==> src/rtl/multicycle_controller.sv <==
// multicycle_controller: multi-cycle CPU control FSM with memory-handshake stalls and illegal-op trap.
// Optional MC_PERF_CNT_EN adds a 32-bit retired-instruction counter on instret.
module multicycle_controller #(
  parameter logic [4:0] RA_REG  = 5'd31,
  parameter bit         TRAP_ON = 1'b1
) (
  input  logic        clk,
  input  logic        reset,
  input  logic [5:0]  opcode,
  input  logic [5:0]  funct,
  input  logic        zero,
  input  logic        mem_ready,
  output logic        ir_we,
  output logic        pc_we,
  output logic [1:0]  pc_src,
  output logic        reg_we,
  output logic [1:0]  reg_dst,
  output logic [1:0]  wb_sel,
  output logic        alu_src,
  output logic [2:0]  alu_op,
  output logic        dm_we,
  output logic        mem_req,
  output logic [2:0]  state,
  output logic        illegal,
  output logic [31:0] instret
);
  localparam logic [2:0] S_FETCH = 3'd0, S_DECODE = 3'd1, S_EXEC = 3'd2,
                         S_MEM = 3'd3, S_WB = 3'd4, S_TRAP = 3'd7;
  localparam logic [5:0] OP_R = 6'h00, OP_J = 6'h02, OP_JAL = 6'h03, OP_BNE = 6'h05,
                         OP_ADDI = 6'h08, OP_XORI = 6'h0E, OP_LW = 6'h23, OP_SW = 6'h2B;
  localparam logic [5:0] FN_JR = 6'h08, FN_ADD = 6'h20, FN_SUB = 6'h22, FN_SLT = 6'h2A;
  localparam logic [2:0] ALU_ADD = 3'd0, ALU_SUB = 3'd1, ALU_XOR = 3'd2, ALU_SLT = 3'd3;
  logic [2:0] state_q, state_d, bad_st;
  logic ir_we_c, pc_we_c, reg_we_c, dm_we_c, retire, is_r_ok, is_op_ok;
  logic unused_ra;
  assign unused_ra = ^RA_REG;
  assign is_r_ok  = funct inside {FN_ADD, FN_SUB, FN_SLT};
  assign is_op_ok = opcode inside {OP_R, OP_BNE, OP_ADDI, OP_XORI, OP_LW, OP_SW};
  // Illegal encodings either park in TRAP or are silently dropped as a NOP.
  assign bad_st   = TRAP_ON ? S_TRAP : S_FETCH;
  always_comb begin
    state_d  = state_q;
    ir_we_c  = 1'b0;
    pc_we_c  = 1'b0;
    reg_we_c = 1'b0;
    dm_we_c  = 1'b0;
    retire   = 1'b0;
    pc_src   = 2'b00;
    reg_dst  = 2'b00;
    wb_sel   = 2'b00;
    alu_src  = 1'b0;
    alu_op   = ALU_ADD;
    mem_req  = 1'b0;
    case (state_q)
      S_FETCH: begin
        mem_req = 1'b1;
        if (mem_ready) begin
          ir_we_c = 1'b1;
          pc_we_c = 1'b1;
          state_d = S_DECODE;
        end
      end
      S_DECODE: begin
        if (opcode == OP_J || opcode == OP_JAL) begin
          pc_we_c  = 1'b1;
          pc_src   = 2'b10;
          reg_we_c = opcode == OP_JAL;
          reg_dst  = opcode == OP_JAL ? 2'b10 : 2'b00;
          wb_sel   = opcode == OP_JAL ? 2'b10 : 2'b00;
          retire   = 1'b1;
          state_d  = S_FETCH;
        end else
          state_d = is_op_ok ? S_EXEC : bad_st;
      end
      S_EXEC: begin
        case (opcode)
          OP_R: begin
            alu_op = funct == FN_SUB ? ALU_SUB : funct == FN_SLT ? ALU_SLT : ALU_ADD;
            if (funct == FN_JR) begin
              pc_we_c = 1'b1;
              pc_src  = 2'b11;
              retire  = 1'b1;
              state_d = S_FETCH;
            end else
              state_d = is_r_ok ? S_WB : bad_st;
          end
          OP_ADDI: begin
            alu_src = 1'b1;
            state_d = S_WB;
          end
          OP_XORI: begin
            alu_src = 1'b1;
            alu_op  = ALU_XOR;
            state_d = S_WB;
          end
          OP_LW, OP_SW: begin
            alu_src = 1'b1;
            state_d = S_MEM;
          end
          OP_BNE: begin
            alu_op  = ALU_SUB;
            pc_src  = 2'b01;
            pc_we_c = ~zero;
            retire  = 1'b1;
            state_d = S_FETCH;
          end
          default: state_d = bad_st;
        endcase
      end
      S_MEM: begin
        mem_req = 1'b1;
        alu_src = 1'b1;
        if (mem_ready) begin
          dm_we_c = opcode == OP_SW;
          retire  = opcode == OP_SW;
          state_d = opcode == OP_SW ? S_FETCH : S_WB;
        end
      end
      S_WB: begin
        reg_we_c = 1'b1;
        reg_dst  = opcode == OP_R ? 2'b01 : 2'b00;
        wb_sel   = opcode == OP_LW ? 2'b01 : 2'b00;
        retire   = 1'b1;
        state_d  = S_FETCH;
      end
      S_TRAP:  state_d = S_TRAP;
      default: state_d = S_FETCH;
    endcase
  end
  always_ff @(posedge clk or posedge reset)
    if (reset) state_q <= S_FETCH;
    else state_q <= state_d;
  // Gating with reset aborts a pending write in the same cycle reset rises.
  assign ir_we   = ir_we_c & ~reset;
  assign pc_we   = pc_we_c & ~reset;
  assign reg_we  = reg_we_c & ~reset;
  assign dm_we   = dm_we_c & ~reset;
  assign state   = state_q;
  assign illegal = state_q == S_TRAP;
`ifdef MC_PERF_CNT_EN
  logic [31:0] instret_q, instret_d;
  assign instret_d = instret_q + {31'd0, retire};
  always_ff @(posedge clk or posedge reset)
    if (reset) instret_q <= 32'd0;
    else instret_q <= instret_d;
  assign instret = instret_q;
`else
  logic unused_retire;
  assign unused_retire = retire;
  assign instret = 32'h0;
`endif
endmodule
==> config.mk <==
export PLATFORM = sky130hd
export DESIGN_NAME = multicycle_controller
export DESIGN_NICKNAME = d
export VERILOG_FILES = /design/src/rtl/multicycle_controller.sv
export SDC_FILE = /design/constraint.sdc
export NUM_CORES = 1
export LEC_CHECK = 0
export BUFFER_PORTS_ARGS = -buffer_cell sky130_fd_sc_hd__buf_2
export CAP_MARGIN = 5
export CORE_MARGIN = 8
export CORE_UTILIZATION = 42
export CTS_CLUSTER_SIZE = 10
export DETAILED_ROUTE_END_ITERATION = 10
export GPL_TIMING_DRIVEN = 0
export PLACE_DENSITY = 0.86
export SYNTH_ARGS = -nofsm -noshare
export SYNTH_HDL_FRONTEND = slang
export SYNTH_SLANG_ARGS = --single-unit
==> constraint.sdc <==
create_clock -name clk -period 2.8 [get_ports clk]
set_input_delay 0 -clock clk [delete_from_list [all_inputs] [get_ports clk]]
set_output_delay 0 -clock clk [all_outputs]
set_load 0.005 [all_outputs]
==> reports/qor.csv, run 1 <==
stage;metric;value;unit
run_status;outcome;complete, no violations;
synthesis;synth_edf_count;0;
cts;cts_tree;built;
sta;worst_clock_skew;2.50;ps
final_layout;nets;211;
critical_path;reg2reg_depth;5;
final_layout;largest_reg_flops;3;
final_layout;drive_gt1_share;38.1;%
critical_path;crit_path_end_kind;output pin;
grt;antenna_found_initial;0;
critical_path;cp_max_fo;10;
cts;clockBufferDepth;2;
synthesis;ys_warn_count;0;
synthesis;synthCells;127;
final_layout;diodes;0;
grt;grt_pass1_wl;3490;microns
pwr;p_total;519;uW
final_layout;final_cells;221;
cts;cts_sinks;3;
die;row_count;16;
synthesis;syn_avg_cell_area;6.48;sq um
routing;drtPass1Iterations;4;
pwr;p_leak;0.000678;uW
grt;grt_remaining_overflow;0;
pwr;ir_worst_vdd;0.364;mV
critical_path;max_stage_delay;420;ps
routing;num_vias;924;
synthesis;ys.flop_type;dfrtp_1;
placed_design;io_buffers;30;
sta;hold_violations;0;
min_path;hp-class;in -> reg;
sta;period_share;55.6;%
placed_design;placed_cells;216;
critical_path;startpoint;state[1];
cts;htreeDepth;1;
cts;numCtsBuffers;3;
routing;drt-vias-per-instance;4.18;
die;die_x;60.3;microns
synthesis;synth-seq-cells;3;
min_path;hold_path_startpoint;mem_ready;
sta;maxSlewViolCount;0;
critical_path;crit_arrival;1560;ps
cts;worstSkewPairLatency;240;ps
die;start_util;43.3;%
final_layout;stdcell_area;0.00116;sq mm
critical_path;cp.required;2800;ps
cts;cts_resized;0;
grt;grt_max_degree;11;
routing;drc;0;
final_layout;layout.cells.most_common_list;34 x buf_4, 33 x conb_1, 31 x buf_2;
routing;wl_per_cell;10.4;microns
final_layout;layout_commonest_cell;buf_4;
critical_path;slowest_stage;dfrtp_1;
placed_design;dp_hpwl;1990;microns
routing;routed_wl;2300;microns
critical_path;cp_cell_sequence;clkbuf_1 -> nand2_1 -> nor4_1 -> buf_2;
job;drv_cap;0;
final_layout;fillers;181;
die;core-area;0.00190;sq mm
synthesis;ys_seq_area_share;9.12;%
placed_design;dpl_cell_area;0.00113;sq mm
sta;tns;0;ps
critical_path;r2r-end;state[0];
cts;cts-root-buf;clkbuf_4;
sta;fmax;0.642;GHz
die;dieArea;0.00363;sq mm
synthesis;synth_area;823;sq um
critical_path;reg2reg_setup_slack;1360;ps
final_layout;utilization;61.2;%
critical_path;r2r-start;state[1];
grt;grtUsageTotal;12.2;%
critical_path;crit_type;reg -> out;
routing;drt-initial-drc-count;22;
routing;drtAntennaViolNets;0;
synthesis;yosysUniqueCellTypes;35;
placed_design;gp_congestion;0.858;
die;fp.dieH;60.3;microns
final_layout;syn2layout_area_growth;41.3;%
die;io_pins;67;
sta;setup_violations;0;
grt;grt_pass1_vias;828;
sta;rsz0062_at_grt;false;
critical_path;critPathCapture;dm_we;
sta;fin_crit;1560;ps
pwr;p_per_area;446;mW/mm^2
synthesis;synthArstFlopShare;100;%
cts;path_clk_slew;40;ps
critical_path;cp-start-kind;flop;
-- final cells by class --
type	count	area [sq um]	area share (%)
repair buffers	31	160	13.8
multi-input cells	110	559	48.1
flip-flops and latches	3	75.1	6.45
plain buffers	40	287	24.6
inverters	6	22.5	1.94
well taps	27	33.8	2.90
clock buffers	4	26.3	2.26
-- worst max-delay path: cells and delay by family, from the launching register on --
| family | cells | cell delay [ps] |
|---|---|---|
| flops | 1 | 420 |
| buf+inv | 2 | 500 |
| simple gates | 2 | 400 |
-- worst min-delay path by stage --
stage,slack [ps],cells past startpoint,to
4_1_cts,120,3,state[2]
2_1_floorplan,-240,1,state[0]
5_1_grt,140,3,state[2]
6_report,120,3,state[2]
3_5_place_dp,-90,2,state[0]
3_3_place_gp,-90,2,state[0]
-- synth_stat cells, drive strengths merged (2+ instances only) --
| cell | instances | area, sq um |
|---|---|---|
| nor3b | 4 | 35.0 |
| or3 | 3 | 28.8 |
| nor2 | 13 | 48.8 |
| xnor2 | 2 | 17.5 |
| clkbuf | 4 | 15.0 |
| nand2b | 3 | 18.8 |
| o21ai | 6 | 30.0 |
| a21oi | 7 | 38.8 |
| nor3 | 4 | 20.0 |
| nor2b | 2 | 12.5 |
| inv | 6 | 22.5 |
| buf | 36 | 272 |
| nand4 | 3 | 18.8 |
| and3 | 3 | 18.8 |
| dfrtp | 3 | 75.1 |
| nand3 | 4 | 20.0 |
| nand2 | 11 | 41.3 |
| nor4 | 2 | 12.5 |
-- stage by stage --
stage | setup slack [ps] | hold slack [ps]
detailed placement | 1360 | -85.7
global route | 1100 | 143
finish | 1240 | 124
CTS | 1240 | 125
floorplan | 1530 | -238
global placement | 1370 | -87.9
-- kinds of logic (layout without fill, tap and decap cells) --
| kind of cell | count (synthesis) | after routing | synth area share [%] |
|---|---|---|---|
| other | 1 | 33 | 0.455 |
| XOR/XNOR | 2 | 2 | 2.13 |
| flip-flops | 3 | 3 | 9.12 |
| AO/OA/AOI/OAI | 19 | 19 | 14.0 |
| AND/OR/NAND/NOR | 56 | 56 | 36.8 |
| buffers and inverters | 46 | 81 | 37.5 |
-- power breakdown --
| group | internal [uW] | switching [uW] | leakage [uW] | total [uW] |
|---|---|---|---|---|
| clock | 53.6 | 25.8 | 0.0000150 | 79.5 |
| combinational | 155 | 196 | 0.000626 | 351 |
| sequential | 66.0 | 22.3 | 0.0000370 | 88.2 |
| total | 274 | 245 | 0.000678 | 519 |
-- routing by layer --
metal	up-vias	GRT usage (%)	routed length, microns
met4	0	3.06	0
met3	0	6.88	410
met5	-	0	0
met2	56	18.6	943
li1	491	-	-
met1	377	14.2	944
-- repair_timing --
item                                    4_1_cts  5_1_grt
hold endpoints to repair                      3        0
endpoints found under the setup margin        0        0
hold buffers                                  1        0
setup buffers                                 0        0
No activity file was read; power rests on OpenSTA's default activity.
==> run 2: changes to the inputs <==
--- a/config.mk
+++ b/config.mk
@@ -5,14 +5,15 @@
 export SDC_FILE = /design/constraint.sdc
 export NUM_CORES = 1
 export LEC_CHECK = 0
+export ABC_AREA = 1
 export BUFFER_PORTS_ARGS = -buffer_cell sky130_fd_sc_hd__buf_2
 export CAP_MARGIN = 5
 export CORE_MARGIN = 8
-export CORE_UTILIZATION = 42
+export CORE_UTILIZATION = 35
 export CTS_CLUSTER_SIZE = 10
 export DETAILED_ROUTE_END_ITERATION = 10
 export GPL_TIMING_DRIVEN = 0
-export PLACE_DENSITY = 0.86
+export PLACE_DENSITY = 0.76
 export SYNTH_ARGS = -nofsm -noshare
 export SYNTH_HDL_FRONTEND = slang
 export SYNTH_SLANG_ARGS = --single-unit
==> constraint.sdc (replaced) <==
create_clock -name clk -period 1.3 [get_ports clk]
set_input_delay 0 -clock clk [delete_from_list [all_inputs] [get_ports clk]]
set_output_delay 0 -clock clk [all_outputs]
set_load 0.005 [all_outputs]
==> reports/qor.csv, run 2 <==
stage;metric;value;unit;change
final_layout;fillers;249;;+38%
synthesis;synth_edf_count;0;;unchanged
critical_path;path_delay_family;flip-flops;;
sta;hold_violations;0;;unchanged
min_path;hold_path_startpoint;mem_ready;;
sta;fmax;0.684;GHz;
cts;worstSkewPairLatency;230;ps;about the same
critical_path;cp_cell_sequence;inv_2 -> nand3_4 -> nor2_1 -> inv_1 -> o22ai_1 -> nor2_1 -> nor2_1 -> buf_2;;
pwr;p_total;1250;uW;+140%
cts;cts_tree;built;;
sta;period_share;113;%;
cts;cts_sinks;3;;unchanged
sta;maxSlewViolCount;0;;unchanged
routing;drtAntennaViolNets;0;;unchanged
grt;grt_use_met2;17.0;%;-1.6 points
placed_design;io_buffers;33;;+10%
synthesis;synth_mux_area_share;0;%;unchanged
critical_path;cp-start-kind;flop;;
grt;grt_busiest_layer;met2;;
placed_design;dp_hpwl;1970;microns;-1.2%
pwr;p_per_area;939;mW/mm^2;+110%
die;fp.dieH;65.1;microns;+8.0%
sta;rsz0062_at_grt;true;;
job;drv_cap;0;;unchanged
synthesis;yosysTopAreaCellShare;30.2;%;-0.78 points
final_layout;nets;239;;+13%
pwr;comb_power_share;68.4;%;+0.7 points
cts;cts-root-buf;clkbuf_4;;
placed_design;gp_congestion;0.816;;-4.9%
sta;worst_slack;-163;ps;-1410 ps
die;dieArea;0.00424;sq mm;+17%
die;core-area;0.00239;sq mm;+26%
die;row_count;18;;+2
synthesis;ys.flop_type;dfrtp_1;;
critical_path;slowest_stage;dfrtp_2;;
final_layout;stdcell_area;0.00133;sq mm;+14%
final_layout;final_cells;252;;+14%
cts;path_clk_slew;40;ps;about the same
critical_path;crit_type;reg -> out;;
synthesis;yosysMostFrequentCell;buf_4;;
die;start_util;35.4;%;-7.9 points
synthesis;synthArstFlopShare;100;%;unchanged
critical_path;reg2reg_setup_slack;40;ps;-1320 ps
synthesis;ys_warn_count;0;;unchanged
critical_path;r2r-start;state[1];;
pwr;swShare;48.8;%;+1.7 points
run_status;outcome;finished, violations left;;
critical_path;cp_common_cell;nor2_1;;
critical_path;crit_buf_inv;3;;+1
pwr;seq_power_share;18.6;%;+1.6 points
grt;grt_util_met3;3.74;%;-3.1 points
final_layout;layout.cells.most_common_list;36 x buf_4, 33 x conb_1, 30 x buf_2;;
critical_path;max_stage_delay;450;ps;+30 ps
placed_design;dpl_cell_area;0.00117;sq mm;+3.6%
pwr;p_leak;0.000805;uW;+19%
synthesis;synth_xor_xnor_area_share;0;%;-2.1 points
critical_path;r2r-end;state[0];;
synthesis;ys_seq_area_share;8.89;%;-0.23 points
synthesis;synthAdderAreaFrac;0;%;unchanged
grt;grt_use_met1;12.0;%;-2.2 points
critical_path;crit_arrival;1460;ps;-100 ps
routing;drt-vias-per-instance;3.90;;-6.8%
min_path;min_to;state[0];;
final_layout;syn2layout_area_growth;57.3;%;
synthesis;synth_area;845;sq um;+2.6%
routing;drt-initial-drc-count;22;;unchanged
run_status;violations;negative setup slack;;
die;io_pins;67;;unchanged
pwr;p_sw;609;uW;+150%
routing;wl_per_cell;9.35;microns;-10%
routing;drtPass1Iterations;5;;+1
min_path;hold_path_depth;4;;+1
sta;fin_crit;1460;ps;
pwr;p_int;638;uW;+130%
final_layout;layout_commonest_cell;buf_4;;
sta;setup_violations;6;;+6
synthesis;synth_top_cell_by_area;buf_4;;
routing;routed_wl;2360;microns;+2.5%
final_layout;diodes;0;;unchanged
final_layout;drive_gt1_share;47.3;%;+9.2 points
routing;num_vias;982;;+6.3%
grt;grtUsageTotal;10.2;%;-2.0 points
routing;drc;0;;unchanged
grt;antenna_found_initial;0;;unchanged
placed_design;placed_cells;243;;+13%
final_layout;largest_reg_flops;3;;unchanged
synthesis;synth_compound_area_share;4.59;%;-9.4 points
pwr;ir_worst_vdd;0.644;mV;+77%
critical_path;cp.required;1300;ps;-1500 ps
critical_path;crit_path_end_kind;output pin;;
critical_path;cp_max_fo;5;;-5
pwr;p_clk_share;13.0;%;-2.3 points
synthesis;synthCells;148;;+17%
synthesis;synthSimpleGateAreaFrac;45.2;%;+8.4 points
grt;grt_max_degree;8;;-3
sta;worst_clock_skew;3.04;ps;+0.545 ps
synthesis;netlist_top_cells_count;34 x buf_4, 29 x nand2_1, 22 x nor2_1, 20 x inv_1, 8 x nand3_1;;
synthesis;yosysUniqueCellTypes;21;;-40%
synthesis;syn_avg_cell_area;5.71;sq um;-12%
grt;grt_pass1_wl;3780;microns;+8.3%
synthesis;synth-seq-cells;3;;unchanged
cts;numCtsBuffers;3;;unchanged
grt;grt_remaining_overflow;0;;unchanged
cts;clockBufferDepth;2;;unchanged
grt;grt_pass1_vias;935;;+13%
min_path;hp-class;in -> reg;;
cts;htreeDepth;1;;unchanged
synthesis;yosys-top-cells-area;buf_4 30%, nand2_1 13%, nor2_1 9.8%;;
die;die_x;65.1;microns;+8.0%
critical_path;reg2reg_depth;10;;+5
synthesis;synth_top_family_by_area;simple AND/OR/NAND/NOR gates;;
## run 2: final cells by class
type | count | area [sq um] | area share (%)
multi-input cells | 119 | 611 | 46.0
well taps | 30 | 37.5 | 2.82
clock buffers | 4 | 26.3 | 1.98
plain buffers | 34 | 259 | 19.5
repair buffers | 38 | 228 | 17.1
inverters | 24 | 90.1 | 6.78
flip-flops and latches | 3 | 77.6 | 5.84
## run 2: how the worst max path moves through the flow
stage / depth (start not counted) / startpoint / to / slack, ps
4_1_cts: 8 / state[2] / pc_we / -170
3_5_place_dp: 8 / state[2] / pc_we / -4
5_1_grt: 8 / state[2] / pc_we / -270
2_1_floorplan: 5 / state[2] / reg_we / 160
3_3_place_gp: 6 / state[2] / reg_we / -10
6_report: 8 / state[2] / pc_we / -160
## run 2: power groups by stage
stage / clock (uW) / combinational [uW] / sequential, uW
6_report: 162 / 854 / 232
5_1_grt: 173 / 985 / 242
4_1_cts: 165 / 763 / 205
3_5_place_dp: 0 / 721 / 191
3_3_place_gp: 0 / 718 / 189
2_1_floorplan: 0 / 496 / 191
## run 2: cells by family (layout without fill, tap and decap cells)
logic type      after synthesis  in the layout
compound gates                6              6
buf+inv                      58            100
flops                         3              3
other cells                   1             33
simple gates                 80             80
## run 2: repair_timing
action,in CTS,in global routing
setup endpoints to repair,9,14
hold buffers,1,0
hold endpoints to repair,3,0
buffers inserted,0,4
pin swaps,0,8
resized for setup,7,17
## run 2: layer usage
layer  vias up  routed length, microns
met5         -                       0
met3         2                     262
met2        42                    1160
met4         0                      13
li1        534                       -
met1       404                     922
## run 2: through the flow
stage                     utilization [%]  setup TNS [ps]  setup slack [ps]  hold WS (ps)
final                                55.7            -659              -163           144
after global routing                 55.7           -1680              -274           172
after global placement               48.9           -12.4             -12.4         -88.7
after detailed placement             48.9           -5.00             -3.57         -84.1
after floorplan                         -               0               156          -246
after CTS                            51.7            -632              -173           122
## run 2: tightest hold or removal path, cell delays in order
cell	delay [ps]
buf_2	70
inv_1	90
nand2_1	110
nand2_1	60
==> run 3: changes to the inputs <==
--- a/config.mk
+++ b/config.mk
@@ -8,12 +8,14 @@
 export ABC_AREA = 1
 export BUFFER_PORTS_ARGS = -buffer_cell sky130_fd_sc_hd__buf_2
 export CAP_MARGIN = 5
+export CELL_PAD_IN_SITES_DETAIL_PLACEMENT = 0
+export CELL_PAD_IN_SITES_GLOBAL_PLACEMENT = 1
 export CORE_MARGIN = 8
-export CORE_UTILIZATION = 35
+export CORE_UTILIZATION = 21
 export CTS_CLUSTER_SIZE = 10
 export DETAILED_ROUTE_END_ITERATION = 10
 export GPL_TIMING_DRIVEN = 0
-export PLACE_DENSITY = 0.76
+export PLACE_DENSITY_LB_ADDON = 0.1
 export SYNTH_ARGS = -nofsm -noshare
 export SYNTH_HDL_FRONTEND = slang
 export SYNTH_SLANG_ARGS = --single-unit
==> reports/qor.csv, run 3 (same netlist as run 2, synthesis figures left out) <==
stage;metric;value;unit;change
cts;cts-root-buf;clkbuf_8;;
pwr;seq_power_share;15.8;%;-2.8 points
grt;grt_pass1_wl;4290;microns;+13%
grt;grt_max_degree;8;;unchanged
die;io_pins;67;;unchanged
placed_design;placed_cells;263;;+8.2%
cts;worstSkewPairLatency;220;ps;about the same
final_layout;stdcell_area;0.00137;sq mm;+2.7%
routing;drc;0;;unchanged
final_layout;layout_commonest_cell;buf_4;;
sta;worst_clock_skew;0.353;ps;-2.69 ps
grt;grt_pass1_vias;1001;;+7.1%
placed_design;dp_hpwl;2450;microns;+24%
routing;routed_wl;2790;microns;+18%
pwr;comb_power_share;65.0;%;-3.4 points
pwr;p_int;759;uW;+19%
sta;maxSlewViolCount;0;;unchanged
cts;path_clk_slew;30;ps;about the same
critical_path;cp-start-kind;flop;;
routing;drtPass1Iterations;3;;-2
final_layout;fillers;444;;+78%
die;dieArea;0.00631;sq mm;+49%
cts;htreeDepth;1;;unchanged
critical_path;crit_arrival;1480;ps;+20 ps
sta;setup_violations;5;;-1
cts;numCtsBuffers;3;;unchanged
pwr;p_clk_share;19.2;%;+6.2 points
final_layout;multi_input_area;613;sq um;+0.41%
final_layout;nets;239;;unchanged
cts;cts_sinks;3;;unchanged
pwr;p_sw;668;uW;+9.6%
routing;drt-initial-drc-count;10;;-55%
placed_design;gp_congestion;0.718;;-12%
critical_path;cp.required;1300;ps;about the same
cts;clockBufferDepth;2;;unchanged
sta;fin_crit;1480;ps;+19.5 ps
cts;cts_tree;built;;
final_layout;syn2layout_area_growth;61.6;%;
die;start_util;21.4;%;-14 points
die;core-area;0.00394;sq mm;+65%
die;fp.dieH;79.4;microns;+22%
pwr;p_per_area;1050;mW/mm^2;+11%
final_layout;drive_gt1_share;48.6;%;+1.4 points
die;die_x;79.4;microns;+22%
sta;hold_violations;0;;unchanged
run_status;outcome;finished, violations left;;
routing;drt-vias-per-instance;3.68;;-5.6%
pwr;swShare;46.8;%;-2.0 points
sta;worst_slack;-182;ps;-19.5 ps
grt;grtUsageTotal;8.28;%;-2.0 points
grt;grt_remaining_overflow;0;;unchanged
placed_design;io_buffers;33;;unchanged
final_layout;diodes;0;;unchanged
routing;wl_per_cell;10.3;microns;+9.6%
final_layout;layout.cells.most_common_list;37 x buf_4, 33 x conb_1, 31 x buf_2;;
grt;antenna_found_initial;0;;unchanged
sta;rsz0062_at_grt;true;;
placed_design;dpl_cell_area;0.00119;sq mm;+2.1%
pwr;p_leak;0.000815;uW;+1.2%
job;drv_cap;0;;unchanged
final_layout;seq_area;77.6;sq um;unchanged
sta;fmax;0.675;GHz;-1.3%
min_path;hp-class;in -> reg;;
critical_path;crit_type;reg -> out;;
sta;holdWs;159;ps;+15.3 ps
critical_path;crit_path_end_kind;output pin;;
critical_path;cp_max_fo;5;;unchanged
pwr;ir_worst_vdd;0.273;mV;-58%
routing;num_vias;1001;;+1.9%
final_layout;final_cells;272;;+7.9%
die;row_count;23;;+5
run_status;violations;negative setup slack;;
sta;period_share;114;%;+1.5 points
routing;drtAntennaViolNets;0;;unchanged
final_layout;largest_reg_flops;3;;unchanged
## run 3: cell types whose count changed in the layout (fill, tap and decap cells not counted), moves of 2 or more
cell / before / now
clkbuf_4: 3 / 0
nor2_1: 19 / 17
nor2_2: 6 / 8
clkbuf_8: 0 / 3
buf_6: 5 / 3
## run 3: through the flow
step	setup WS (ps)	TNS (ps)	util [%]	total power [uW]
finish	-182	-598	34.6	1430
global route	-295	-1500	34.6	1570
CTS	-226	-987	32.6	1300
detailed placement	-121	-303	30.2	938
global placement	-111	-191	30.2	924
floorplan	156	0	-	686
## run 3: metal layers
layer	GRT usage, %	vias up	part of all wire [%]
met5	0	-	0
met4	2.22	0	0.36
met3	3.72	2	9.5
met2	15.9	35	55
met1	7.70	433	35
li1	-	531	-
## run 3: timing repair
item | CTS | global route
buffers inserted | 1 | 3
setup endpoints to repair | 10 | 15
pin swaps | 3 | 7
hold buffers | 1 | 0
endpoints found under the hold margin | 3 | 0
resized for setup | 8 | 16
## run 3: power by group through the flow
stage	logic, uW	registers [uW]	clock network, uW
floorplan	496	191	0
global placement	739	185	0
detailed placement	747	191	0
CTS	813	208	278
global route	1040	235	287
finish	928	225	274
## run 3: path summary, 6_finish.rpt
check,start,cells after the start,slack [ps],end
min,mem_ready,4,160,state[0]
max reg2reg,state[0],8,10,state[2]
min in group asynchronous,reset,3,270,state[1]
max,state[2],6,-180,wb_sel[1]
min reg2reg,state[2],3,750,state[1]
max in group asynchronous,reset,3,900,state[2]
## run 3: cell type report
| class | instances | area share, % |
|---|---|---|
| multi-input cells | 119 | 44.9 |
| flip-flops and latches | 3 | 5.68 |
| repair buffers | 38 | 15.9 |
| clock buffers | 4 | 3.30 |
| inverters | 24 | 6.60 |
| well taps | 50 | 4.58 |
| plain buffers | 34 | 19.0 |
## run 3: critical path, cell delays in order, from the launching register on
cell and delay, ps:
dfrtp_2 440, nor3_4 220, nand4_1 170, nor2_2 130
buf_4 130, buf_6 80, buf_6 80
